===== config.mk =====
export PLATFORM = sky130hd
export DESIGN_NAME = urllc_sender_framer
export DESIGN_NICKNAME = d
export VERILOG_FILES = /design/src/rtl/urllc_sender_framer.sv
export SDC_FILE = /design/constraint.sdc
export NUM_CORES = 1
export LEC_CHECK = 0
export CORE_MARGIN = 8
export CORE_UTILIZATION = 35
export CTS_BUF_LIST = sky130_fd_sc_hd__clkbuf_16
export DETAILED_ROUTE_END_ITERATION = 10
export HOLD_SLACK_MARGIN = 0.06
export PLACE_DENSITY = 0.61
export SLEW_MARGIN = 0
export SYNTH_ARGS = -nofsm -noshare
export SYNTH_HDL_FRONTEND = slang
export SYNTH_SLANG_ARGS = --single-unit

===== constraint.sdc =====
create_clock -name clock -period 3.45 [get_ports clock]
set_clock_uncertainty 0.2 [all_clocks]
set_input_delay 0.69 -clock clock [delete_from_list [all_inputs] [get_ports clock]]
set_output_delay 0.69 -clock clock [all_outputs]
set_load 0.05 [all_outputs]

===== src/rtl/urllc_sender_framer.sv =====
// Multi-lane sender framer: latches CHANNELS ADC lanes, frames them as preamble/payload/parity
// and serialises each bit onto the DAC bus as OOK levels or a two-tone BFSK square wave.
module urllc_sender_framer #(
    parameter int unsigned DATA_W         = 8,
    parameter int unsigned CHANNELS       = 2,
    parameter int unsigned PRE_W          = 8,
    parameter logic [PRE_W-1:0] PREAMBLE  = 8'hD5,
    parameter int unsigned CYCLES_PER_BIT = 30,
    parameter int unsigned GAP_CYCLES     = 12,
    parameter logic [DATA_W-1:0] DA_HIGH  = 8'hF0,
    parameter logic [DATA_W-1:0] DA_LOW   = 8'h10,
    parameter logic [DATA_W-1:0] DA_IDLE  = 8'h80,
    parameter int unsigned HALF_F0        = 5,
    parameter int unsigned HALF_F1        = 3,
    parameter int unsigned COUNT_W        = 8
) (
    input  logic                       clock,
    input  logic                       reset,
    input  logic                       sync_in,
    input  logic                       mode,
    input  logic [CHANNELS*DATA_W-1:0] ad,
    output logic [DATA_W-1:0]          da,
    output logic                       sync_out,
    output logic                       busy,
    output logic [COUNT_W-1:0]         frame_count
);

    localparam int unsigned PAY_W      = CHANNELS * DATA_W;
    localparam int unsigned FRAME_BITS = PRE_W + PAY_W + 1;
    localparam int unsigned BIT_W      = $clog2(FRAME_BITS);
    localparam int unsigned CNT_LIM    = (CYCLES_PER_BIT > GAP_CYCLES) ? CYCLES_PER_BIT
                                                                       : GAP_CYCLES;
    localparam int unsigned CYC_W      = $clog2(CNT_LIM + 1);
    localparam int unsigned HALF_MAX   = (HALF_F0 > HALF_F1) ? HALF_F0 : HALF_F1;
    localparam int unsigned PH_W       = $clog2(HALF_MAX + 1);

    localparam logic [BIT_W-1:0] LAST_PRE = BIT_W'(PRE_W - 1);
    localparam logic [BIT_W-1:0] LAST_PAY = BIT_W'(PRE_W + PAY_W - 1);
    localparam logic [CYC_W-1:0] LAST_CYC = CYC_W'(CYCLES_PER_BIT - 1);
    localparam logic [CYC_W-1:0] LAST_GAP = CYC_W'(GAP_CYCLES - 1);
    localparam logic [PH_W-1:0]  PH_END0  = PH_W'(HALF_F0 - 1);
    localparam logic [PH_W-1:0]  PH_END1  = PH_W'(HALF_F1 - 1);

    typedef enum logic [2:0] {StIdle, StPreamble, StPayload, StParity, StGap} state_e;

    state_e                state_q, state_d;
    logic [FRAME_BITS-1:0] frame_q, frame_d;
    logic                  mode_q, mode_d;
    logic [BIT_W-1:0]      bit_q, bit_d;
    logic [CYC_W-1:0]      cyc_q, cyc_d;
    logic [PH_W-1:0]       ph_q, ph_d;
    logic                  tone_q, tone_d;
    logic [COUNT_W-1:0]    count_q, count_d;

    logic [PAY_W-1:0]      payload;
    logic                  start;
    logic                  cur_bit;
    logic [PH_W-1:0]       ph_end;

    // ch0 goes out first, so it occupies the most significant slice of the payload
    always_comb begin
        payload = '0;
        for (int c = 0; c < CHANNELS; c++) begin
            payload[(CHANNELS-1-c)*DATA_W +: DATA_W] = ad[c*DATA_W +: DATA_W];
        end
    end

    always_comb begin
        state_d = state_q;
        frame_d = frame_q;
        mode_d  = mode_q;
        bit_d   = bit_q;
        cyc_d   = cyc_q;
        ph_d    = ph_q;
        tone_d  = tone_q;
        count_d = count_q;
        start   = 1'b0;
        cur_bit = frame_q[FRAME_BITS-1];
        ph_end  = cur_bit ? PH_END1 : PH_END0;

        if (ph_q == ph_end) begin
            ph_d   = '0;
            tone_d = ~tone_q;
        end else begin
            ph_d = ph_q + 1'b1;
        end

        unique case (state_q)
            StIdle: begin
                if (sync_in) start = 1'b1;
            end
            StPreamble, StPayload, StParity: begin
                cyc_d = cyc_q + 1'b1;
                if (cyc_q == LAST_CYC) begin
                    cyc_d   = '0;
                    bit_d   = bit_q + 1'b1;
                    frame_d = frame_q << 1;
                    ph_d    = '0;
                    tone_d  = 1'b1;
                    if (state_q == StPreamble && bit_q == LAST_PRE) begin
                        state_d = StPayload;
                    end else if (state_q == StPayload && bit_q == LAST_PAY) begin
                        state_d = StParity;
                    end else if (state_q == StParity) begin
                        count_d = count_q + 1'b1;
                        if (GAP_CYCLES != 0) begin
                            state_d = StGap;
                        end else if (sync_in) begin
                            start = 1'b1;
                        end else begin
                            state_d = StIdle;
                        end
                    end
                end
            end
            StGap: begin
                cyc_d = cyc_q + 1'b1;
                if (cyc_q == LAST_GAP) begin
                    if (sync_in) start = 1'b1;
                    else state_d = StIdle;
                end
            end
            default: state_d = StIdle;
        endcase

        if (start) begin
            state_d = StPreamble;
            frame_d = {PREAMBLE, payload, ^payload};
            mode_d  = mode;
            bit_d   = '0;
            cyc_d   = '0;
            ph_d    = '0;
            tone_d  = 1'b1;
        end
    end

    always_ff @(posedge clock) begin
        if (reset) begin
            state_q <= StIdle;
            frame_q <= '0;
            mode_q  <= 1'b0;
            bit_q   <= '0;
            cyc_q   <= '0;
            ph_q    <= '0;
            tone_q  <= 1'b1;
            count_q <= '0;
        end else begin
            state_q <= state_d;
            frame_q <= frame_d;
            mode_q  <= mode_d;
            bit_q   <= bit_d;
            cyc_q   <= cyc_d;
            ph_q    <= ph_d;
            tone_q  <= tone_d;
            count_q <= count_d;
        end
    end

    always_comb begin
        da = DA_IDLE;
        if (state_q == StPreamble || state_q == StPayload || state_q == StParity) begin
            if (mode_q) da = tone_q ? DA_HIGH : DA_LOW;
            else        da = cur_bit ? DA_HIGH : DA_LOW;
        end
    end

    assign sync_out    = (state_q == StPreamble) && (bit_q == '0) && (cyc_q == '0);
    assign busy        = (state_q != StIdle);
    assign frame_count = count_q;

endmodule

==> results.md, run 1 <==
- Outcome: completed
- Synth area leaders: dfxtp_1 (40%), nand2_1 (6.7%), xnor2_1 (6.6%)
- Critical Path RT: 2560 ps
- Predominant post-synthesis flop cell: dfxtp_1
- Fin. max-slew vios: 0
- Clk pwr share: 39.8%
- Seq/Total Area, Yosys: 40.44%
- Sw frac: 24.34%
- Count leader, synth: dfxtp_1
- Number of I/O port buffers: 33
- Fin crit share: 93.21%
- Io pins: 38
- Gpl congestion: 0.7681
- DRT iter0 DRCs: 126
- Worst Max-Slew Pin Slew: 647.7 ps
- Clock buffer depth: 2
- RSZ-0062 raised after global routing: false
- Synth Cell Area: 2525 µm²
- Total wire length: 5516 µm
- Synth unique cells: 48
- Chip height: 100.9 µm
- Post-CTS Setup Bufs: 0
- Num CTS Buffers: 5
- CP arrival: 2330 ps
- Combinational share of power: 14.2%
- Post-DP HPWL: 3851 µm
- Fraction of layout cells with a size suffix above 1: 7.077%
- Critical setup path kind: flip-flop to primary output
- Die W: 100.9 µm
- Max-cap viol count: 0
- Avg WL per Cell: 13.01 µm
- Setup TNS: 0 ps
- First-pass GRT wire length: 9404 µm
- Final-report hold violation count: 0
- Antenna violations before repair: 0
- Core Area: 7137 µm²
- Min-delay worst type: flip-flop to flip-flop
- Largest fanout on the critical path: 13
- Largest net degree at the start of global routing: 34
- Layout area overhead: 23.34%
- CTS H-tree depth: 2
- Syn_area_per_cell: 8.588 µm²
- Total gr overflow: 0
- Num rows: 31
- Latest clock arrival within the worst-skew pair: 280 ps
- Ys async rst share: 0%
- Tot GR Track Use: 11.18%
- DIE AREA: 10190 µm²
- Final Critical Period: 3216 ps
- Most common library cells after synthesis: dfxtp_1 (51), nand2_1 (45), a21oi_1 (27), nor2_1 (22), xnor2_1 (19)
- Clock sinks: 51
- Final setup vio count: 0
- Vias in the first global route: 2011
- Clk slew on worst S/H paths: 60 ps
- VDD IR max: 276.5 µV
- Internal power: 1.040 mW
- Routed vias/inst: 5.005
- TritonCTS clock tree: built
- Vias: 2122
- Worst setup EP type: primary output
- Post-route ant nets: 0
- Post-synth top area cell: dfxtp_1
- Synth top area share: 40.44%
- Initial Utilization: 35.38%
- P_sw: 334.7 µW
- Cell count after synthesis: 294
- Worst Slack Setup Final: 234.2 ps
- Maximum clock frequency: 311.0 MHz
- P_leak: 1.060 nW
- Inserted Diodes: 0
- Pre-CTS setup slack: 514.4 ps
- CP Launch Type: flip-flop
- Residual DRC count: 0
- Fin util: 43.64%
- Relative slew slack: 56.77%
- Drt first pass iters: 4
- Cts hold-fix bufs: 0
- Final net count: 351
- Flop pwr share: 46.0%
- PostCTS Resize Cnt: 0
- Yosys warns: 0
- Clock Root Buffer: clkbuf_16
- Post-synth EDFFs: 0
- Pwr Density: 441.5 nW/µm²
- FF+latch count, synth: 51
-- registers in the layout, summed over array words and instances (netlist names) --
signal       count
mode_q           1
state_q          3
ph_q             3
cyc_q            5
tone_q           1
frame_count      8
frame_q         25
bit_q            5
-- through the flow --
| step | instances | power, mW | cell area [µm²] | hold WS (ps) |
|---|---|---|---|---|
| final | 424 | 1.375 | 3114 | 253.5 |
| after global routing | 424 | 1.434 | 3114 | 270.7 |
| after CTS | 424 | 1.397 | 3114 | 255.7 |
| after detailed placement | 416 | 0.8424 | 2950 | 246.0 |
| after global placement | 416 | 0.8397 | 2950 | 230.8 |
| after floorplan | 297 | 0.7857 | 2536 | 217.1 |
-- power groups by stage --
stage                     Combinational, mW  Clock [mW]  Sequential, mW
after floorplan                       0.147           0           0.639
after global placement                0.195           0           0.644
after detailed placement              0.197           0           0.645
after CTS                             0.198       0.567           0.632
after global routing                  0.215       0.584           0.635
final                                 0.196       0.547           0.632
-- path summary, 6_finish.rpt --
kind,startpoint,end,slack (ps),cells past startpoint
setup / recovery,state_q[0]$_SDFFE_PP0P_,sync_out,230,4
hold / removal,frame_q[7]$_SDFFE_PP0P_,frame_q[7]$_SDFFE_PP0P_,250,2
setup reg to reg,cyc_q[0]$_SDFFE_PP0P_,cyc_q[2]$_SDFFE_PP0P_,920,6
hold reg to reg,frame_q[7]$_SDFFE_PP0P_,frame_q[7]$_SDFFE_PP0P_,250,2
-- layer usage --
metal  track usage (%)  share of wire, %  up-vias
li1                  -                 -     1079
met2             17.63                44       53
met4             2.176              0.16        0
met5                 0                 0        -
met3             3.246               5.5        2
met1             14.75                50      988
-- critical path, stage by stage (launching register included) --
cell             delay [ps]
dfxtp_1                 600
nor4b_1                 290
nand4_1                 130
nor4_1                  180
clkdlybuf4s50_1         850
-- placed cells by master, fill, tap and decap left out, types with 2 or more instances in the layout --
cell             count
inv_1                6
buf_4               10
a22oi_1             16
a31oi_1              6
and3_1               2
mux2i_1              2
xnor2_1             19
nor2_1              22
nor3_1               5
a21oi_1             27
o21ai_0              3
nand2_1             45
clkbuf_16            5
clkdlybuf4s50_1     32
nand4_1              6
nand3b_1             3
conb_1               4
a211oi_1             4
nand3_1              7
ha_1                 7
xor2_1              13
or3_1                3
dfxtp_1             51
-- kinds of logic (layout without fill, tap and decap cells) --
logic type / Yosys count / after routing / synth area share, %
other cells: 1 / 4 / 0.1485
xor+xnor: 32 / 32 / 11.10
flops: 51 / 51 / 40.44
fa+ha+maj: 7 / 7 / 3.469
buf+inv: 28 / 56 / 5.797
simple gates: 105 / 105 / 20.62
compound gates: 68 / 68 / 17.64
mux: 2 / 2 / 0.7929
-- area by class of cell --
type | instances | area, µm²
flip-flops and latches | 51 | 1021
well taps | 99 | 123.9
fillers | 712 | 4023
multi-input cells | 218 | 1388
clock inverters | 3 | 38.79
clock buffers | 5 | 125.1
inverters | 6 | 22.52
repair buffers | 42 | 395.4
No activity file was read; power rests on OpenSTA's default activity.
==> run 2, diff against run 1 <==
SLEW_MARGIN = not set   (was 0)
clock period = 3.8 ns   (was 3.45 ns; I/O delays follow)
==> results.md, run 2 (same netlist as run 1, synthesis figures left out) <==
- Relative slew slack: 58.12%
- Largest net degree at the start of global routing: 34
- DRT iter0 DRCs: 91
- Tot GR Track Use: 11.32%
- Fin util: 43.18%
- Latest clock arrival within the worst-skew pair: 290 ps
- Layout area overhead: 22.05%
- Largest Register: frame_q
- VDD IR max: 179.1 µV
- Clk slew on worst S/H paths: 70 ps
- Die W: 100.9 µm
- Fin crit share: 88.66%
- Residual DRC count: 0
- Routed vias/inst: 4.993
- Min-delay worst type: flip-flop to flip-flop
- Setup TNS: 0 ps
- Chip height: 100.9 µm
- PostCTS Resize Cnt: 0
- Commonest non-fill, non-tap cell in the layout: dfxtp_1
- Clock Root Buffer: clkbuf_16
- P_leak: 1.042 nW
- R2R Path End: ph_q[2]$_SDFF_PP0_
- Gpl congestion: 0.7869
- Worst Slack Setup Final: 430.9 ps
- TritonCTS clock tree: built
- Max-cap viol count: 0
- Final setup vio count: 0
- R2R Setup Slk: 1410 ps
- Io pins: 38
- RSZ-0062 raised after global routing: false
- Final Critical Period: 3369 ps
- First-pass GRT wire length: 9321 µm
- Drt first pass iters: 4
- Avg WL per Cell: 12.96 µm
- CTS H-tree depth: 2
- Final-report hold violation count: 0
- Cts hold-fix bufs: 0
- Most frequent cells in the layout: dfxtp_1 (51), nand2_1 (45), clkdlybuf4s50_1 (33)
- Fin. max-slew vios: 0
- CP Launch Type: flip-flop
- Clock buffer depth: 2
- Worst r2r src: cyc_q[0]$_SDFFE_PP0P_
- Initial Utilization: 35.38%
- Outcome: completed
- Critical setup path kind: flip-flop to primary output
- Vias: 2107
- Number of I/O port buffers: 33
- Num rows: 31
- Worst setup EP type: primary output
- Num CTS Buffers: 5
- Core Area: 7137 µm²
- Fraction of layout cells with a size suffix above 1: 6.502%
- Final net count: 349
- Total gr overflow: 0
- Pre-CTS setup slack: 776.2 ps
- Total wire length: 5468 µm
- Largest register FFs: 25
- Largest fanout on the critical path: 13
- Critical Path RT: 2840 ps
- Worst Max-Slew Pin Slew: 627.5 ps
- Post-DP HPWL: 3799 µm
- Pwr Density: 387.5 nW/µm²
- Crit. Startpoint: state_q[0]$_SDFFE_PP0P_
- R2R cell count: 6
- CP arrival: 2410 ps
- Inserted Diodes: 0
- Post-CTS Setup Bufs: 0
- Vias in the first global route: 2026
- CP endpoint: sync_out
- Post-route ant nets: 0
- DIE AREA: 10190 µm²
- Clock sinks: 51
- Antenna violations before repair: 0
- Maximum clock frequency: 296.8 MHz
[run 2: cell types whose count changed in the layout (fill, tap and decap cells not counted), sizes merged]
cell,delta
buf,-3
inv,+1
clkdlybuf4s50,+1
bufinv,-1
[run 2: per-stage QoR]
step	std cells	power [mW]	hold WS, ps	cell area, µm²
6_report	422	1.194	252.9	3082
5_1_grt	422	1.248	268.1	3082
4_1_cts	422	1.210	254.5	3082
3_5_place_dp	414	0.7638	244.8	2938
3_3_place_gp	414	0.7617	233.9	2938
2_1_floorplan	297	0.7134	217.1	2536
[run 2: power breakdown]
group	leakage (nW)	internal (mW)	switching [mW]
Combinational	0.552	0.0791	0.0977
Clock	0.0740	0.244	0.199
Sequential	0.416	0.557	0.0167
Total	1.04	0.881	0.314
[run 2: cell type report]
type                            instances  area [µm²]
Fill cell                             728        4055
Multi-Input combinational cell        218        1388
Sequential cell                        51        1021
Timing Repair Buffer                   40       382.9
Clock buffer                            5       125.1
Tap cell                               99       123.9
Inverter                                6       22.52
Clock inverter                          3       18.77
[run 2: worst min-delay path by stage]
stage / start / end / cells past startpoint / slack [ps]
2_1_floorplan: ph_q[0]$_SDFF_PP0_ / ph_q[0]$_SDFF_PP0_ / 1 / 220
3_3_place_gp: ph_q[0]$_SDFF_PP0_ / ph_q[0]$_SDFF_PP0_ / 1 / 230
3_5_place_dp: frame_q[17]$_SDFFE_PP0P_ / frame_q[18]$_SDFFE_PP0P_ / 2 / 240
4_1_cts: frame_q[17]$_SDFFE_PP0P_ / frame_q[18]$_SDFFE_PP0P_ / 2 / 250
5_1_grt: frame_q[7]$_SDFFE_PP0P_ / frame_q[7]$_SDFFE_PP0P_ / 2 / 270
6_report: frame_q[17]$_SDFFE_PP0P_ / frame_q[18]$_SDFFE_PP0P_ / 2 / 250
[run 2: worst max-delay path: stages, from the launching register on]
cell and delay, ps:
dfxtp_1 600, nor4b_1 280, nand4_1 130, nor4_1 240, clkdlybuf4s50_1 860
[run 2: layer usage]
| layer | GRT usage, % | vias to the layer above | wire [µm] |
|---|---|---|---|
| li1 | - | 1075 | - |
| met1 | 14.08 | 987 | 2654 |
| met2 | 17.98 | 37 | 2436 |
| met3 | 3.177 | 8 | 292 |
| met4 | 4.467 | 0 | 85 |
| met5 | 0 | - | 0 |
==> run 3, diff against run 2 <==
CORE_UTILIZATION = 40   (was 35)
PLACE_DENSITY = 0.67   (was 0.61)
==> results.md, run 3 (same netlist as run 1, synthesis figures left out) <==
- Outcome: completed
- Largest Register: frame_q
- First-pass GRT wire length: 8797 µm
- Pwr Density: 411.0 nW/µm²
- Residual DRC count: 0
- VDD IR max: 231.3 µV
- Commonest non-fill, non-tap cell in the layout: dfxtp_1
- CP arrival: 2400 ps
- DRT iter0 DRCs: 81
- Layout area overhead: 21.80%
- Latest clock arrival within the worst-skew pair: 290 ps
- Vias in the first global route: 1970
- Min-delay worst type: flip-flop to flip-flop
- Relative slew slack: 56.85%
- Tot GR Track Use: 11.85%
- Dpl cells: 391
- Antenna violations before repair: 0
- Clock sinks: 51
- Dpl cell area: 2903 µm²
- TritonCTS clock tree: built
- Chip height: 95.45 µm
- Core Area: 6241 µm²
- Area of the multi-input gates: 1388 µm²
- P_leak: 1.048 nW
- Total gr overflow: 0
- Hold Crit Start: frame_q[17]$_SDFFE_PP0P_
- Critical setup path kind: flip-flop to primary output
- Drt first pass iters: 4
- Final net count: 348
- Fraction of layout cells with a size suffix above 1: 6.211%
- Overall Power: 1.264 mW
- Sequential cell area: 1021 µm²
- Post-CTS Setup Bufs: 0
- PostCTS Resize Cnt: 0
- Worst Slack Setup Final: 442.7 ps
- Die W: 95.45 µm
- Number of I/O port buffers: 33
- Pre-CTS setup slack: 762.9 ps
- Worst r2r src: cyc_q[0]$_SDFFE_PP0P_
- Fillers: 633
- Critical Path RT: 2840 ps
- Crit. Startpoint: state_q[0]$_SDFFE_PP0P_
- WHS: 250.2 ps
- Setup TNS: 0 ps
- Fin cells: 399
- Post-route ant nets: 0
- Num CTS Buffers: 5
- Largest fanout on the critical path: 13
- Total wire length: 5253 µm
- Fin area: 3075 µm²
- CP Launch Type: flip-flop
- Avg WL per Cell: 13.17 µm
- Fin crit share: 88.35%
- Most frequent cells in the layout: dfxtp_1 (51), nand2_1 (45), clkdlybuf4s50_1 (33)
- RSZ-0062 raised after global routing: false
- DIE AREA: 9111 µm²
- Inserted Diodes: 0
- Initial Utilization: 40.46%
- Largest register FFs: 25
- Clock Root Buffer: clkbuf_16
- Fin. max-slew vios: 0
- Maximum clock frequency: 297.9 MHz
- Largest net degree at the start of global routing: 34
- Final setup vio count: 0
- Final-report hold violation count: 0
- Worst setup EP type: primary output
- Post-DP HPWL: 3705 µm
- Num rows: 29
- Worst Max-Slew Pin Slew: 646.5 ps
- Fin util: 49.28%
- Clock buffer depth: 2
- Max-cap viol count: 0
- Clk slew on worst S/H paths: 70 ps
- Final Critical Period: 3357 ps
- Io pins: 38
- Cts hold-fix bufs: 0
- Vias: 2083
- CTS H-tree depth: 2
- Routed vias/inst: 5.221
- Gpl congestion: 0.8121
run 3: metal layers:
layer  vias to the layer above  global-route usage [%]  wire, µm
met2                        35                   19.16      2459
met4                         0                   4.481        74
met3                         7                   2.362       178
li1                       1075                       -         -
met5                         -                       0         0
met1                       966                   15.22      2540
run 3: path summary, 6_finish.rpt:
kind                               to  slack (ps)  cells past startpoint
max                          sync_out         440                      4
min          frame_q[18]$_SDFFE_PP0P_         250                      2
max reg2reg        ph_q[0]$_SDFF_PP0_        1280                      6
min reg2reg  frame_q[18]$_SDFFE_PP0P_         250                      2
run 3: where the power goes:
| group | leakage [nW] | total (mW) | internal, mW | switching, mW |
|---|---|---|---|---|
| sequential | 0.416 | 0.574 | 0.557 | 0.0166 |
| clock | 0.0844 | 0.515 | 0.314 | 0.201 |
| combinational | 0.548 | 0.175 | 0.0782 | 0.0970 |
| total | 1.05 | 1.26 | 0.950 | 0.314 |
run 3: critical path: stages, from the launching register on:
cell	delay, ps
dfxtp_1	590
nor4b_1	280
nand4_1	130
nor4_1	240
clkdlybuf4s50_1	870
run 3: cell type report:
class,count,area share [%]
multi-input combinational,218,45.12
sequential,51,33.20
timing repair buffer,39,12.21
clock buffer,5,4.068
tap,77,3.133
clock inverter,3,1.546
inverter,6,0.7323
==> variant 1: new RTL, config.mk and constraints of run 1 <==
The 5 states of `state_e` get a one-hot encoding in 5 bits.
--- a/src/rtl/urllc_sender_framer.sv
+++ b/src/rtl/urllc_sender_framer.sv
@@ -41,7 +41,7 @@
     localparam logic [PH_W-1:0]  PH_END0  = PH_W'(HALF_F0 - 1);
     localparam logic [PH_W-1:0]  PH_END1  = PH_W'(HALF_F1 - 1);
 
-    typedef enum logic [2:0] {StIdle, StPreamble, StPayload, StParity, StGap} state_e;
+    typedef enum logic [4:0] {StIdle = 5'b00001, StPreamble = 5'b00010, StPayload = 5'b00100, StParity = 5'b01000, StGap = 5'b10000} state_e;
 
     state_e                state_q, state_d;
     logic [FRAME_BITS-1:0] frame_q, frame_d;
Formal check against the unedited RTL: same outputs for any inputs over 10 cycles, from zero or initial values and one cycle with reset high; not proved beyond that.
==> variant 1 against run 1 <==
- cell count down 0.24%
- routed wire length rose by 6.0%
- synthesized cell count increased by 1.7%
- largest cell class unchanged
- sequential cell count grew 2
- worst setup slack worse by 68 ps
- sequential share of layout area rose by 0.88 points
- synthesized area rose by 4.8%
- first-iteration DRC count fell by 12%
- cell area increased by 1.2%
Power is not compared: it rests on default switching activity, and its combinational part moved more than twofold at a synthesized area within 25%.
==> variant 1: results (changes against run 1) <==
| Step | Metric | This run | vs run 1 |
|:---|:---|:---|:---|
| place | Post-Place Setup Slack | 396 ps | -118 ps |
| final layout | Post-layout net count | 350 | -0.28% |
| critical path | Reg-to-reg critical path startpoint | state_q[2] |  |
| synth | Most numerous cell types in the synthesized netlist | dfxtp_1, a21oi_1, nor2_1, nand3_1, xnor2_1 |  |
| critical path | Crit path largest cell delay | 800 ps | -50 ps |
| detailed routing | Length of routed met2 wiring | 2650 um | +8.0% |
| synth | Arithmetic-cell share of the synthesized area counting full adders, half adders and majority gates | 3.31% | -0.16 points |
| synth | Part of the Yosys area used for sequential elements | 40.1% | -0.34 points |
| grt | Met3 usage | 3.24% | -0.0048 points |
| detailed routing | Met3 Wirelength | 306 um | +0.99% |
| grt | Maximum number of pins on one net before global-route repair | 28 | -18% |
| hold path | Launch instance of the worst min-delay path | frame_q[21] |  |
| detailed routing | Number of vias in the routed layout | 2,179 | +2.7% |
| final layout | Share of layout cells above drive strength 1 | 7.72% | +0.64 points |
| grt | Met2 track demand over resource in global routing | 18.6% | +0.93 points |
| synth | Synthesized-area fraction occupied by ao, oa, aoi and oai cells | 15.1% | -2.5 points |
| outcome | Result of the run | completed |  |
| place | Routability Congestion | 0.836 | +8.8% |
| detailed routing | Routed wirelength normalized by instance count | 13.8 um | +6.3% |
| synth | Number of distinct library cells after synthesis | 47 | -2.1% |
| final layout | Number of filler cells placed in the layout | 743 | +4.4% |
| critical path | Data arrival at the endpoint of the critical path | 2390 ps | +60 ps |
| detailed routing | Total routed wire length on the met1 layer | 2840 um | +3.3% |
| synth | XOR/XNOR Fraction of Synth Area | 10.9% | -0.18 points |
| grt | GR Layer Usage met1 | 15.4% | +0.60 points |
==> variant 1: final timing paths <==
path / end / slack (ps) / cells after the start
min reg2reg: frame_q[22] / 260 / 2
min: frame_q[22] / 260 / 2
max: da[4] / 170 / 5
max reg2reg: frame_q[17] / 740 / 5
==> variant 1: final cells by class <==
class | instances | area share, %
clock buffer | 5 | 3.97
clock inverter | 3 | 0.675
inverter | 10 | 1.19
multi-input combinational | 218 | 45.5
sequential | 53 | 33.7
tap | 99 | 3.93
timing repair buffer | 35 | 11.1
==> variant 1: worst max-delay path, delay by kind of cell (launching register included) <==
family	cells	cell delay, ps
and+or+nand+nor	1	120
DFF	1	520
xor gates and xnor gates	1	280
muxes	1	290
buffers and inverters	2	900
==> variant 1: through the flow <==
| stage | instances | area [um^2] | hold slack, ps |
|---|---|---|---|
| floorplan | 302 | 2660 | 228 |
| global placement | 415 | 3000 | 247 |
| detailed placement | 415 | 3000 | 250 |
| CTS | 423 | 3150 | 260 |
| global route | 423 | 3150 | 284 |
| finish | 423 | 3150 | 255 |
==> variant 2: new RTL, config.mk and constraints of run 1 <==
Made on the original files. Set the parameter `GAP_CYCLES` to 6 (it was 12).
--- a/src/rtl/urllc_sender_framer.sv
+++ b/src/rtl/urllc_sender_framer.sv
@@ -6,7 +6,7 @@
     parameter int unsigned PRE_W          = 8,
     parameter logic [PRE_W-1:0] PREAMBLE  = 8'hD5,
     parameter int unsigned CYCLES_PER_BIT = 30,
-    parameter int unsigned GAP_CYCLES     = 12,
+    parameter int unsigned GAP_CYCLES     = 6,
     parameter logic [DATA_W-1:0] DA_HIGH  = 8'hF0,
     parameter logic [DATA_W-1:0] DA_LOW   = 8'h10,
     parameter logic [DATA_W-1:0] DA_IDLE  = 8'h80,
Function: no difference found for any inputs over 10 cycles, from zero or initial values and one cycle with reset high; that may be too few to reach the edited logic, so the function may still have changed.
==> variant 2 against run 1 <==
- routed wire length decreased by 3.7%
- synthesized area is the same
- worst setup slack better by 270 ps
- sequential cell count did not move
- cell area shrank 1.6%
- clock power up 3%
- total power rose by 1.3%
- core utilization is 0.72 points lower
==> variant 2: results (changes against run 1) <==
| Step | Metric | This run | vs run 1 |
|:---|:---|:---|:---|
| outcome | Result of the run | completed |  |
| place | Dpl cell area | 2900 um^2 | -1.9% |
| power and ir drop | Worst VDD drop | 0.203 mV | -27% |
| detailed routing | Total routed wire length on the met1 layer | 2710 um | -1.4% |
| place | Cell total after placement | 422 | +1.4% |
| synth | Mapped Avg Cell Area | 8.22 um^2 | -4.2% |
| synth | Number of distinct library cells after synthesis | 41 | -15% |
| detailed routing | Violation count after the first detailed-route iteration | 134 | +6.3% |
| final layout | Share of layout cells above drive strength 1 | 4.53% | -2.5 points |
| grt | Global-route wire length before repair | 9050 um | -3.7% |
| cts | CTS Buf Count | 5 | unchanged |
| detailed routing | Routed Wire Length | 5310 um | -3.7% |
| critical path | Max Fanout on Critical Path | 10 | -3 |
| detailed routing | Routed wirelength normalized by instance count | 12.4 um | -5.0% |
| power and ir drop | Static Leakage | 1.09 nW | +2.5% |
| synth | Number of warnings reported in the yosys synthesis log | 0 | unchanged |
| detailed routing | Number of vias in the routed layout | 2,108 | -0.66% |
| detailed routing | Length of routed met2 wiring | 2300 um | -6.2% |
| synth | Most area-consuming cells after synthesis | dfxtp_1, nand2_1, xnor2_1, a311oi_1, nor2_1 |  |
| synth | Most numerous cell types in the synthesized netlist | nand2_1, dfxtp_1, nor2_1, xnor2_1, a311oi_1 |  |
| detailed routing | Met3 Wirelength | 208 um | -31% |
| final layout | Number of filler cells placed in the layout | 737 | +3.5% |
| critical path | Data arrival at the endpoint of the critical path | 2060 ps | -270 ps |
| final layout | Finished Cell Area | 3060 um^2 | -1.6% |
| place | Routability Congestion | 0.811 | +5.5% |
| final layout | Post-layout net count | 357 | +1.7% |
| place | Post-Place Setup Slack | 800 ps | +286 ps |
| detailed routing | Router iterations before antenna repair | 4 | unchanged |
| grt | Number of global-route vias before repair | 1,995 | -0.80% |
-- variant 2: cell families after synthesis --
kind of cell	Yosys count	synth area share, %
AO/OA/AOI/OAI	48	13.0
XOR/XNOR	28	9.71
adder cells (fa/ha/maj)	7	3.47
buffers and inverters	31	6.24
flip-flops	51	40.4
multiplexers	3	1.19
other	1	0.149
AND/OR/NAND/NOR	138	25.8
-- variant 2: path summary, 6_finish.rpt --
kind | from | endpoint | slack, ps | cells after the start
setup / recovery | state_q[1] | da[6] | 500 | 3
hold / removal | ph_q[0] | ph_q[0] | 250 | 1
setup reg to reg | cyc_q[1] | frame_q[10] | 1090 | 6
hold reg to reg | ph_q[0] | ph_q[0] | 250 | 1
-- variant 2: layout make-up --
class | instances | area share [%]
multi-input cells | 228 | 44.5
flip-flops and latches | 51 | 33.3
repair buffers | 37 | 11.8
clock buffers | 5 | 4.08
well taps | 99 | 4.04
clock inverters | 3 | 1.39
inverters | 7 | 0.858
-- variant 2: per-layer routing --
| metal | global-route usage (%) | vias up |
|---|---|---|
| li1 | - | 1088 |
| met1 | 13.9 | 978 |
| met2 | 16.8 | 38 |
| met3 | 2.35 | 4 |
| met4 | 5.15 | 0 |
| met5 | 0 | - |
-- variant 2: worst max-delay path, stage by stage, from the launching register on --
cell             delay [ps]
dfxtp_1                 490
nor2_1                  180
nor3_1                  250
clkdlybuf4s50_1         850
-- variant 2: where the power goes --
part           switching, mW  internal (mW)  total (mW)  leakage [nW]
combinational          0.109         0.0852       0.194         0.587
clock                  0.219          0.343       0.562        0.0818
sequential            0.0176          0.619       0.636         0.417
total                  0.346           1.05        1.39          1.09
